===== src/rtl/imem_loader_pkg.sv =====
// Shared types and constants for the instruction-memory boot loader.
package imem_loader_pkg;

    typedef enum logic [2:0] {
        HDR_HI,
        HDR_LO,
        BYTES,
        WRITE,
        CSUM,
        DONE,
        ERR
    } state_t;

    localparam int unsigned BYTES_PER_WORD = 4;
    localparam int unsigned HDR_BYTES      = 2;
    localparam int unsigned COUNT_W        = 8 * HDR_BYTES;

endpackage


===== src/rtl/imem_loader_if.sv =====
// Byte-stream input and instruction-memory write port of the boot loader.
interface imem_loader_if #(
    parameter int unsigned ADDR_W = 8,
    parameter int unsigned DATA_W = 32
);
    logic              in_valid;
    logic [7:0]        in_data;
    logic              in_ready;
    logic [ADDR_W-1:0] mem_addr;
    logic [DATA_W-1:0] mem_data;
    logic              mem_wren;

    modport master (
        output in_valid, in_data,
        input  in_ready, mem_addr, mem_data, mem_wren
    );

    modport slave (
        input  in_valid, in_data,
        output in_ready, mem_addr, mem_data, mem_wren
    );
endinterface


===== src/rtl/imem_loader_word_packer.sv =====
// Big-endian byte-to-word packer: shift register of the first three bytes plus byte index.
module word_packer
    import imem_loader_pkg::*;
#(
    parameter int unsigned DATA_W = 32
) (
    input  logic              clk,
    input  logic              reset,
    input  logic              shift,
    input  logic [7:0]        byte_in,
    output logic [DATA_W-1:0] word,
    output logic              last_byte
);
    localparam int unsigned IDX_W = $clog2(BYTES_PER_WORD);

    // Only the leading bytes are stored; the final byte is merged straight from the input.
    logic [DATA_W-9:0] sreg;
    logic [IDX_W-1:0]  idx;

    always_ff @(posedge clk or posedge reset) begin
        if (reset) begin
            sreg <= '0;
            idx  <= '0;
        end else if (shift) begin
            sreg <= {sreg[DATA_W-17:0], byte_in};
            idx  <= idx + IDX_W'(1);
        end
    end

    assign word      = {sreg, byte_in};
    assign last_byte = (idx == IDX_W'(BYTES_PER_WORD - 1));

endmodule


===== src/rtl/imem_loader.sv =====
// Boot-time instruction memory writer: header word count, packed payload, CPU hold until loaded.
// Optional trailing mod-256 checksum byte when IMEM_LOADER_CHECKSUM_EN is defined.
module imem_loader
    import imem_loader_pkg::*;
#(
    parameter int unsigned ADDR_W = 8,
    parameter int unsigned DATA_W = 32
) (
    input  logic            clk,
    input  logic            reset,
    imem_loader_if.slave    bus,
    output logic            cpu_hold,
    output logic            done,
    output logic            error
);
    localparam logic [COUNT_W:0] MAX_WORDS = {{COUNT_W{1'b0}}, 1'b1} << ADDR_W;

`ifdef IMEM_LOADER_CHECKSUM_EN
    localparam state_t END_STATE = CSUM;
`else
    localparam state_t END_STATE = DONE;
`endif

    state_t              state, state_next;
    logic [COUNT_W-1:0]  n_words, n_written, hdr_count;
    logic [ADDR_W-1:0]   addr;
    logic [DATA_W-1:0]   wdata;
    logic [DATA_W-1:0]   packed_word;
    logic                last_byte, last_word, xfer, shift, ready;

    assign xfer      = bus.in_valid & ready;
    assign shift     = (state == BYTES) & xfer;
    assign hdr_count = {n_words[COUNT_W-1:8], bus.in_data};
    assign last_word = ((n_written + COUNT_W'(1)) == n_words);

    word_packer #(.DATA_W(DATA_W)) u_packer (
        .clk       (clk),
        .reset     (reset),
        .shift     (shift),
        .byte_in   (bus.in_data),
        .word      (packed_word),
        .last_byte (last_byte)
    );

`ifdef IMEM_LOADER_CHECKSUM_EN
    logic [7:0] csum;

    always_ff @(posedge clk or posedge reset) begin
        if (reset)      csum <= '0;
        else if (shift) csum <= csum + bus.in_data;
    end
`endif

    always_ff @(posedge clk or posedge reset) begin
        if (reset) state <= HDR_HI;
        else       state <= state_next;
    end

    always_comb begin
        state_next = state;
        ready      = 1'b0;
        unique case (state)
            HDR_HI: begin
                ready = 1'b1;
                if (xfer) state_next = HDR_LO;
            end
            HDR_LO: begin
                ready = 1'b1;
                if (xfer) begin
                    if (hdr_count == '0)                  state_next = END_STATE;
                    else if ({1'b0, hdr_count} > MAX_WORDS) state_next = ERR;
                    else                                  state_next = BYTES;
                end
            end
            BYTES: begin
                ready = 1'b1;
                if (xfer && last_byte) state_next = WRITE;
            end
            WRITE: state_next = last_word ? END_STATE : BYTES;
`ifdef IMEM_LOADER_CHECKSUM_EN
            CSUM: begin
                ready = 1'b1;
                if (xfer) state_next = (bus.in_data == csum) ? DONE : ERR;
            end
`endif
            DONE:    state_next = DONE;
            ERR:     state_next = ERR;
            default: state_next = ERR;
        endcase
    end

    // The address is not advanced after the final word so it never wraps past the last entry.
    always_ff @(posedge clk or posedge reset) begin
        if (reset) begin
            n_words   <= '0;
            n_written <= '0;
            addr      <= '0;
            wdata     <= '0;
        end else begin
            if (state == HDR_HI && xfer) n_words[COUNT_W-1:8] <= bus.in_data;
            if (state == HDR_LO && xfer) n_words[7:0]         <= bus.in_data;
            if (shift && last_byte)      wdata                <= packed_word;
            if (state == WRITE) begin
                n_written <= n_written + COUNT_W'(1);
                if (!last_word) addr <= addr + ADDR_W'(1);
            end
        end
    end

    assign bus.in_ready = ready;
    assign bus.mem_addr = addr;
    assign bus.mem_data = wdata;
    assign bus.mem_wren = (state == WRITE);
    assign cpu_hold     = (state != DONE);
    assign done         = (state == DONE);
    assign error        = (state == ERR);

endmodule


===== src/flat_wrapper.sv =====
// flat-port wrapper written by rule: the top's interface ports become plain ports
module imem_loader_flat import imem_loader_pkg::*;
#(
    parameter int unsigned ADDR_W = 8,
    parameter int unsigned DATA_W = 32
)
  (clk, reset, cpu_hold, done, error, bus_in_valid, bus_in_data, bus_in_ready, bus_mem_addr, bus_mem_data, bus_mem_wren);
  imem_loader_if #(.ADDR_W(ADDR_W), .DATA_W(DATA_W)) bus_i ();
  input  logic clk;
  input  logic reset;
  output logic cpu_hold;
  output logic done;
  output logic error;
  input wire logic [$bits(bus_i.in_valid)-1:0] bus_in_valid;
  input wire logic [$bits(bus_i.in_data)-1:0] bus_in_data;
  output wire logic [$bits(bus_i.in_ready)-1:0] bus_in_ready;
  output wire logic [$bits(bus_i.mem_addr)-1:0] bus_mem_addr;
  output wire logic [$bits(bus_i.mem_data)-1:0] bus_mem_data;
  output wire logic [$bits(bus_i.mem_wren)-1:0] bus_mem_wren;
  assign bus_i.in_valid = bus_in_valid;
  assign bus_i.in_data = bus_in_data;
  assign bus_in_ready = bus_i.in_ready;
  assign bus_mem_addr = bus_i.mem_addr;
  assign bus_mem_data = bus_i.mem_data;
  assign bus_mem_wren = bus_i.mem_wren;
  imem_loader #(.ADDR_W(ADDR_W), .DATA_W(DATA_W)) u_core (.clk(clk), .reset(reset), .bus(bus_i), .cpu_hold(cpu_hold), .done(done), .error(error));
endmodule

===== config.mk =====
export PLATFORM = sky130hd
export DESIGN_NAME = imem_loader_flat
export DESIGN_NICKNAME = d
export VERILOG_FILES = /design/src/rtl/imem_loader_pkg.sv /design/src/rtl/imem_loader_if.sv /design/src/rtl/imem_loader_word_packer.sv /design/src/rtl/imem_loader.sv /design/src/flat_wrapper.sv
export SDC_FILE = /design/constraint.sdc
export NUM_CORES = 1
export LEC_CHECK = 0
export BUFFER_PORTS_ARGS = -buffer_cell sky130_fd_sc_hd__buf_2
export CORE_MARGIN = 4
export CORE_UTILIZATION = 52
export DETAILED_ROUTE_END_ITERATION = 12
export PLACE_DENSITY = 0.76
export SLEW_MARGIN = 20
export SYNTH_ARGS = -nofsm -noshare
export SYNTH_HDL_FRONTEND = slang
export SYNTH_SLANG_ARGS = --single-unit

===== constraint.sdc =====
create_clock -name clk -period 3.3 [get_ports clk]
set_input_delay 0.495 -clock clk [delete_from_list [all_inputs] [get_ports clk]]
set_output_delay 0.495 -clock clk [all_outputs]
set_load 0.005 [all_outputs]

==> results of run 1 <==
## logic make-up (layout without fill, tap and decap cells)
kind of cell,count (synthesis),count (layout)
AOI/OAI and AO/OA,26,26
xor gates and xnor gates,41,41
adders and majority gates,3,3
buffers and inverters,26,87
DFF,101,101
muxes,76,76
and+or+nand+nor,94,94
## layout make-up
cell class | count | area (um^2) | area share (%)
Tap cell | 108 | 135 | 2.58
Clock inverter | 6 | 60.1 | 1.15
Clock buffer | 10 | 128 | 2.44
Sequential cell | 101 | 2530 | 48.3
Multi-Input combinational cell | 240 | 2010 | 38.5
Inverter | 8 | 32.5 | 0.622
Timing Repair Buffer | 63 | 335 | 6.41
## worst max-delay path by stage
stage	start	end	slack, ns
2_1_floorplan	reset	u_core.bus.mem_addr[0]	0.16
3_3_place_gp	u_core.n_written[0]	u_core.bus.mem_addr[1]	0.47
3_5_place_dp	u_core.n_written[0]	u_core.bus.mem_addr[1]	0.38
4_1_cts	u_core.n_written[0]	u_core.bus.mem_addr[1]	0.36
5_1_grt	u_core.n_written[0]	u_core.bus.mem_addr[1]	0.20
6_report	u_core.n_written[0]	u_core.bus.mem_addr[1]	0.38
## report_power, final
part	internal [W]	switching [W]
Combinational	0.0000188	0.0000429
Sequential	0.00124	0.00000718
Clock	0.000296	0.000458
Total	0.00156	0.000509
## state kept, by name (all words and copies together) (netlist names)
register	flops
u_core.bus.mem_data	32
u_core.n_written	16
u_core.n_words	16
u_core.state	3
u_core.bus.mem_addr	8
u_core.u_packer.idx	2
u_core.u_packer.sreg	24
## layer usage
metal | wire length (um) | global-route usage [%] | part of all wire [%]
met4 | 102 | 5.25 | 1.1
met5 | 0 | 0 | 0
met3 | 490 | 5.87 | 5.3
met2 | 4480 | 30.4 | 48
met1 | 4230 | 26.3 | 45
## placed cells by master (no fill, tap or decap), types with 8 or more instances in the layout
master / n
buf_2: 55
buf_4: 8
clkbuf_8: 9
dfrtp_1: 101
mux2_2: 73
nand2_1: 24
nand4_1: 8
nor2_1: 11
nor3_1: 11
nor4_1: 8
xnor2_1: 27
xor2_1: 14
## critical path: stages (launching register included)
cell and delay, ns:
dfrtp_1 0.45, ha_1 0.27, nand3_2 0.22, or4b_1 0.56, a21boi_0 0.16, o21ai_1 0.13
a2111oi_4 0.61, nor2_2 0.11, mux2_4 0.32
## metrics by stage
step	power, W	std cells
2_1_floorplan	0.00131	367
3_5_place_dp	0.00134	520
4_1_cts	0.00209	536
5_1_grt	0.00216	536
6_report	0.00207	536
3_3_place_gp	0.00134	520
==> summary.json, run 1 <==
{
  "synthesis": {
    "ys_seq_area_share_pct": 54.5,
    "postSynthNetCount": 381,
    "synth_compound_area_share_pct": 4.29,
    "ranking_of_synthesized_cells_by_area": "dfrtp_1, mux2_2, xnor2_1",
    "synth_area_in_adders_pct": 0.810,
    "synth_xor_area_share_pct": 7.75,
    "synthesis.yosys.warnings": 0,
    "synthesized_area_fraction_occupied_by_and_or_nand_nor_cells_pct": 11.7,
    "synth_edf_count": 0,
    "dominant_combinational_cell_family_by_area_after_synthesis": "multiplexers",
    "number_of_unique_standard_cell_types_used_by_synthesis": 52,
    "most_frequently_used_flop_master_after_synthesis": "dfrtp_1",
    "synth.ff_latch_count": 101,
    "synth_async_sr_flop_share_pct": 100,
    "avgSynthCellArea_um2": 12.6,
    "synth.top_cell.area_share_pct": 54.5,
    "yosys-mux-area-fraction_pct": 18.5,
    "synth_top_area_cell": "dfrtp_1",
    "syn_inst": 367,
    "synth.cells.most_frequent": "dfrtp_1, mux2_2, xnor2_1",
    "syn_area_um2": 4630,
    "synth.most_common_cell": "dfrtp_1"
  },
  "sta": {
    "maxClockFrequency_mhz": 342,
    "timing_worst_slew_pin_value_ns": 0.656,
    "timing_max_transition_violations_final": 0,
    "setup_ws_ns": 0.379,
    "finalSetupTns_ns": 0,
    "finalSetupViolCount": 0,
    "hold_slack_ns": 0.216,
    "timing.final.hold_violations": 0,
    "unrepaired_setup_endpoints_after_global_routing": "false",
    "fin_worst_skew_ns": 0.0127,
    "layout_worst_path_cycle_share_pct": 88.5,
    "final.min_clock_period_ns": 2.92,
    "worst_slew_margin_rel_pct": 56.3
  },
  "grt": {
    "groute.usage.overall_pct": 19.3,
    "first_global_vias": 3095,
    "globalRouteOverflowTotal": 0,
    "global_route_wire_length_before_repair_mm": 15.6,
    "antenna_violations_before_repair": 0,
    "grt_max_degree": 56
  },
  "detailed_routing": {
    "routedWlPerCell_um": 17.3,
    "vias_per_cell": 5.69,
    "first_iter_violations": 122,
    "drt_wl_total_mm": 9.30,
    "drcViolationCount": 0,
    "dr_total_vias": 3050,
    "firstDrtPassIters": 4,
    "antenna_viol_nets_final": 0
  },
  "place": {
    "hpwlAfterDp_mm": 6.64,
    "portBuffers": 55,
    "place_congestion": 0.875,
    "place_area_um2": 5040,
    "placement.setup.worst_slack_ns": 0.377
  },
  "layout": {
    "fillCellCount": 717,
    "fin_util_pct": 60.3,
    "layout-drive-gt1-share_pct": 37.4,
    "postLayoutCellArea_um2": 5230,
    "final_nets": 437,
    "antenna_cells": 0,
    "areaGrowthSynthToFinish_pct": 12.8
  },
  "setup_path": {
    "path_depth_of_the_worst_reg2reg_path": 8,
    "terminus_of_the_critical_flop_to_flop_path": "u_core.bus.mem_addr[1]",
    "worstPathRequired_ns": 3.56,
    "critical_path_peak_fanout": 10,
    "cp.arrival_ns": 3.18,
    "reg2reg_from": "u_core.n_written[0]",
    "critPathKind": "flip-flop to flip-flop",
    "end_kind": "flip-flop",
    "crit_path_start_kind": "flip-flop",
    "timing.reg2reg.setup_slack_ns": 0.38
  },
  "run_status": {
    "run_status": "finished, final reports clean"
  },
  "floorplan": {
    "num_rows": 34,
    "core_um2": 8680,
    "initial_utilization_pct": 53.4,
    "die_area_um2": 10500,
    "ioPinCount": 56,
    "die_h_um": 102,
    "die_x_um": 102
  },
  "clock_tree": {
    "cts_max_level": 3,
    "tritoncts.num_buffers": 9,
    "max-clock-path-buffers": 2,
    "clock-sinks": 101,
    "clk_pin_slew_worst_paths_ns": 0.11,
    "clock_root_buffer_master": "clkbuf_8",
    "cts.repair.resized": 0,
    "cts_tree": "yes",
    "cts.hold.buffers_added": 0,
    "clk_latency_ns": 0.36,
    "cts_post_setup_buffers_inserted": 0
  },
  "worst_hold_path": {
    "timing.hold.worst.class": "primary input to asynchronous set/reset pin"
  },
  "pwr": {
    "p_per_area_nw_per_um2": 395,
    "leakagePower_nw": 2.66,
    "worst_ir_drop_vdd_uv": 273
  },
  "flow_run": {
    "cap_viol_max_count": 0
  }
}
No activity file was read; power rests on OpenSTA's default activity.
==> run 2: changes to the inputs <==
--- a/config.mk
+++ b/config.mk
@@ -6,10 +6,12 @@
 export NUM_CORES = 1
 export LEC_CHECK = 0
 export BUFFER_PORTS_ARGS = -buffer_cell sky130_fd_sc_hd__buf_2
+export CORE_ASPECT_RATIO = 0.9
 export CORE_MARGIN = 4
 export CORE_UTILIZATION = 52
 export DETAILED_ROUTE_END_ITERATION = 12
 export PLACE_DENSITY = 0.76
+export RECOVER_POWER = 25
 export SLEW_MARGIN = 20
 export SYNTH_ARGS = -nofsm -noshare
 export SYNTH_HDL_FRONTEND = slang
==> run 2 against run 1 <==
  * The flow now finishes with violations (max-capacitance violations, max-slew violations)
  * Utilization is 0.37 points higher
  * Clock-buffer cell count is the same
  * Non-clock buffer count down 1
  * Critical endpoint unchanged
  * Largest cell class unchanged
==> summary.json, run 2 (synthesis gave the netlist of run 1 again) <==
{
  "run_status": {
    "run_status": {"value": "finished with violations", "change": "was finished, final reports clean"},
    "violations": "max-capacitance violations, max-slew violations"
  },
  "setup_path": {
    "worstPathRequired": {"value": 3.56, "unit": "ns", "change": "about the same"},
    "path_buf_inv": {"value": 0, "change": "unchanged"},
    "critical_path_peak_fanout": {"value": 10, "change": "unchanged"},
    "cells_along_the_critical_path": {"value": "ha_1 > nand3_2 > or4b_1 > a21boi_0 > o21ai_1 > a2111oi_4 > nor2_2 > mux2_4", "change": "unchanged"},
    "critPathKind": {"value": "flip-flop to flip-flop", "change": "unchanged"},
    "worst_path_largest_cell_delay": {"value": 0.61, "unit": "ns", "change": "about the same"},
    "critical_path.slowest_cell": {"value": "a2111oi_4", "change": "unchanged"},
    "crit_path_start_kind": {"value": "flip-flop", "change": "unchanged"},
    "cp_top_family": {"value": "compound AO/OA/AOI/OAI gates", "change": "unchanged"},
    "cp.arrival": {"value": 3.22, "unit": "ns", "change": "was 3.18 ns"},
    "end_kind": {"value": "flip-flop", "change": "unchanged"}
  },
  "clock_tree": {
    "clock-sinks": {"value": 101, "change": "unchanged"},
    "cts_tree": {"value": "yes", "change": "unchanged"},
    "cts.hold.buffers_added": {"value": 0, "change": "unchanged"},
    "clock_root_buffer_master": {"value": "clkbuf_8", "change": "unchanged"},
    "tritoncts.num_buffers": {"value": 9, "change": "unchanged"},
    "cts_max_level": {"value": 3, "change": "unchanged"},
    "max-clock-path-buffers": {"value": 2, "change": "unchanged"},
    "cts_post_setup_buffers_inserted": {"value": 0, "change": "unchanged"},
    "clk_pin_slew_worst_paths": {"value": 0.10, "unit": "ns", "change": "was 0.11 ns"},
    "cts.repair.resized": {"value": 0, "change": "unchanged"},
    "clk_latency": {"value": 0.37, "unit": "ns", "change": "was 0.36 ns"}
  },
  "sta": {
    "finalSetupViolCount": {"value": 0, "change": "unchanged"},
    "unrepaired_setup_endpoints_after_global_routing": {"value": "false", "change": "unchanged"},
    "timing_max_transition_violations_final": {"value": 47, "change": "was 0"},
    "final.min_clock_period": {"value": 2.96, "unit": "ns", "change": "was 2.92 ns"},
    "finalSetupTns": {"value": 0, "unit": "ns", "change": "unchanged"},
    "worst_slew_margin_rel": {"value": -38.7, "unit": "%", "change": "was 56.3%"},
    "setup_ws": {"value": 0.342, "unit": "ns", "change": "was 0.379 ns"},
    "timing_worst_slew_pin_value": {"value": 2.07, "unit": "ns", "change": "was 0.656 ns"},
    "maxClockFrequency": {"value": 338, "unit": "MHz", "change": "was 342 MHz"},
    "timing.final.hold_violations": {"value": 0, "change": "unchanged"},
    "layout_worst_path_cycle_share": {"value": 89.6, "unit": "%", "change": "was 88.5%"},
    "fin_worst_skew": {"value": 0.0103, "unit": "ns", "change": "was 0.0127 ns"}
  },
  "layout": {
    "largest_register_ffs": {"value": 32, "change": "unchanged"},
    "areaGrowthSynthToFinish": {"value": 13.1, "unit": "%", "change": "was 12.8%"},
    "fillCellCount": {"value": 700, "change": "was 717"},
    "final_cell_mix": {"value": "dfrtp_1, mux2_2, buf_2", "change": "unchanged"},
    "layout-drive-gt1-share": {"value": 37.2, "unit": "%", "change": "was 37.4%"},
    "antenna_cells": {"value": 0, "change": "unchanged"},
    "final_nets": {"value": 436, "change": "was 437"},
    "final-instance-count-excl-fill": {"value": 546, "change": "was 536"},
    "mostFrequentLayoutCell": {"value": "dfrtp_1", "change": "unchanged"}
  },
  "floorplan": {
    "die_h": {"value": 97.6, "unit": "um", "change": "was 102 um"},
    "die_area": {"value": 10500, "unit": "um^2", "change": "about the same"},
    "num_rows": {"value": 32, "change": "was 34"},
    "initial_utilization": {"value": 53.6, "unit": "%", "change": "was 53.4%"},
    "die_x": {"value": 108, "unit": "um", "change": "was 102 um"},
    "ioPinCount": {"value": 56, "change": "unchanged"},
    "core": {"value": 8650, "unit": "um^2", "change": "was 8680 um^2"}
  },
  "pwr": {
    "p_per_area": {"value": 389, "unit": "nW/um^2", "change": "was 395 nW/um^2"},
    "power_frac_seq": {"value": 61.2, "unit": "%", "change": "was 60.5%"},
    "combinational_power_share": {"value": 3.1, "unit": "%", "change": "was 3.0%"},
    "internal_power_contribution": {"value": 0.00155, "unit": "W", "change": "was 0.00156 W"},
    "leakagePower": {"value": 2.65, "unit": "nW", "change": "was 2.66 nW"},
    "worst_ir_drop_vdd": {"value": 275, "unit": "uV", "change": "was 273 uV"},
    "netSwitchingFraction": {"value": 24.0, "unit": "%", "change": "was 24.6%"},
    "net-switching-power": {"value": 0.000489, "unit": "W", "change": "was 0.000509 W"},
    "power.clock.fraction": {"value": 35.7, "unit": "%", "change": "was 36.5%"}
  },
  "detailed_routing": {
    "vias_per_cell": {"value": 5.50, "change": "was 5.69"},
    "drcViolationCount": {"value": 0, "change": "unchanged"},
    "drt_wl_total": {"value": 8.86, "unit": "mm", "change": "was 9.30 mm"},
    "antenna_viol_nets_final": {"value": 0, "change": "unchanged"},
    "routedWlPerCell": {"value": 16.2, "unit": "um", "change": "was 17.3 um"},
    "firstDrtPassIters": {"value": 4, "change": "unchanged"},
    "first_iter_violations": {"value": 178, "change": "was 122"},
    "dr_total_vias": {"value": 3003, "change": "was 3050"}
  },
  "grt": {
    "globalRouteOverflowTotal": {"value": 0, "change": "unchanged"},
    "groute.usage.overall": {"value": 18.3, "unit": "%", "change": "was 19.3%"},
    "antenna_violations_before_repair": {"value": 0, "change": "unchanged"},
    "grt_most_used_layer": {"value": "met2", "change": "unchanged"},
    "gr-usage-met3": {"value": 4.05, "unit": "%", "change": "was 5.87%"},
    "grt_max_degree": {"value": 56, "change": "unchanged"},
    "global_route_wire_length_before_repair": {"value": 15.3, "unit": "mm", "change": "was 15.6 mm"},
    "use_met1": {"value": 26.5, "unit": "%", "change": "was 26.3%"},
    "groute.layer.met2.usage": {"value": 27.8, "unit": "%", "change": "was 30.4%"},
    "first_global_vias": {"value": 3003, "change": "was 3095"}
  },
  "place": {
    "place_congestion": {"value": 0.874, "change": "was 0.875"},
    "placement.setup.worst_slack": {"value": 0.382, "unit": "ns", "change": "was 0.377 ns"},
    "hpwlAfterDp": {"value": 6.24, "unit": "mm", "change": "was 6.64 mm"},
    "place.detailed.instances": {"value": 530, "change": "was 520"},
    "portBuffers": {"value": 55, "change": "unchanged"}
  },
  "flow_run": {
    "cap_viol_max_count": {"value": 1, "change": "was 0"}
  },
  "worst_hold_path": {
    "timing.hold.worst.class": {"value": "primary input to flip-flop", "change": "was primary input to asynchronous set/reset pin"}
  }
}
==> run 2: changes by cell type in the layout (fill, tap and decap cells not counted) <==
cell / previous run / this run
inv_6: 1 / 0
buf_12: 0 / 1
inv_4: 1 / 0
clkinv_4: 2 / 3
clkinvlp_2: 0 / 1
clkinvlp_4: 0 / 1
inv_8: 3 / 2
buf_4: 8 / 6
==> run 2: layer usage <==
layer	vias to the layer above	routed length (um)
met5	-	0
met4	0	161
met3	14	397
met2	71	4230
met1	1501	4070
li1	1417	-
==> run 2: area by class of cell <==
class,instances,area [um^2],share of cell area (%)
clock inverter,6,56.3,1.07
clock buffer,10,128,2.43
inverter,8,31.3,0.597
sequential,101,2530,48.2
timing repair buffer,62,340,6.49
tap,119,149,2.84
multi-input combinational,240,2010,38.4
==> run 2: worst register-to-register path: stages (launching register included) <==
cell and delay [ns]:
dfrtp_1 0.44, ha_1 0.28, nand3_2 0.23, or4b_1 0.57
a21boi_0 0.18, o21ai_1 0.13, a2111oi_4 0.61, nor2_2 0.10
mux2_4 0.32
==> run 2: final timing paths <==
check | start | to | slack, ns | depth (start not counted)
worst max-delay path | u_core.n_written[0] | u_core.bus.mem_addr[1] | 0.34 | 8
worst min-delay path | bus_in_data[3] | u_core.n_words[11] | 0.42 | 3
worst max register to register | u_core.n_written[0] | u_core.bus.mem_addr[1] | 0.34 | 8
worst min register to register | u_core.bus.mem_addr[7] | u_core.bus.mem_addr[7] | 0.47 | 1
max in group asynchronous | reset | u_core.n_written[6] | 1.65 | 3
min in group asynchronous | reset | u_core.bus.mem_data[5] | 0.65 | 2
==> run 2: stage by stage <==
step / util (%) / cell area [um^2] / total power (W) / hold slack (ns)
final: 60.6 / 5240 / 0.00204 / 0.418
after global routing: 60.6 / 5240 / 0.00213 / 0.407
after CTS: 60.6 / 5240 / 0.00206 / 0.197
after detailed placement: 58.5 / 5060 / 0.00134 / 0.460
after global placement: 58.5 / 5060 / 0.00134 / 0.458
after floorplan: - / 4630 / 0.00131 / 0.448
==> run 2: power groups by stage <==
| stage | clock [W] | sequential (W) | combinational [W] |
|---|---|---|---|
| 2_1_floorplan | 0 | 0.00127 | 0.0000371 |
| 3_3_place_gp | 0 | 0.00127 | 0.0000626 |
| 3_5_place_dp | 0 | 0.00127 | 0.0000644 |
| 6_report | 0.000728 | 0.00125 | 0.0000626 |
| 5_1_grt | 0.000803 | 0.00125 | 0.0000717 |
| 4_1_cts | 0.000750 | 0.00125 | 0.0000645 |
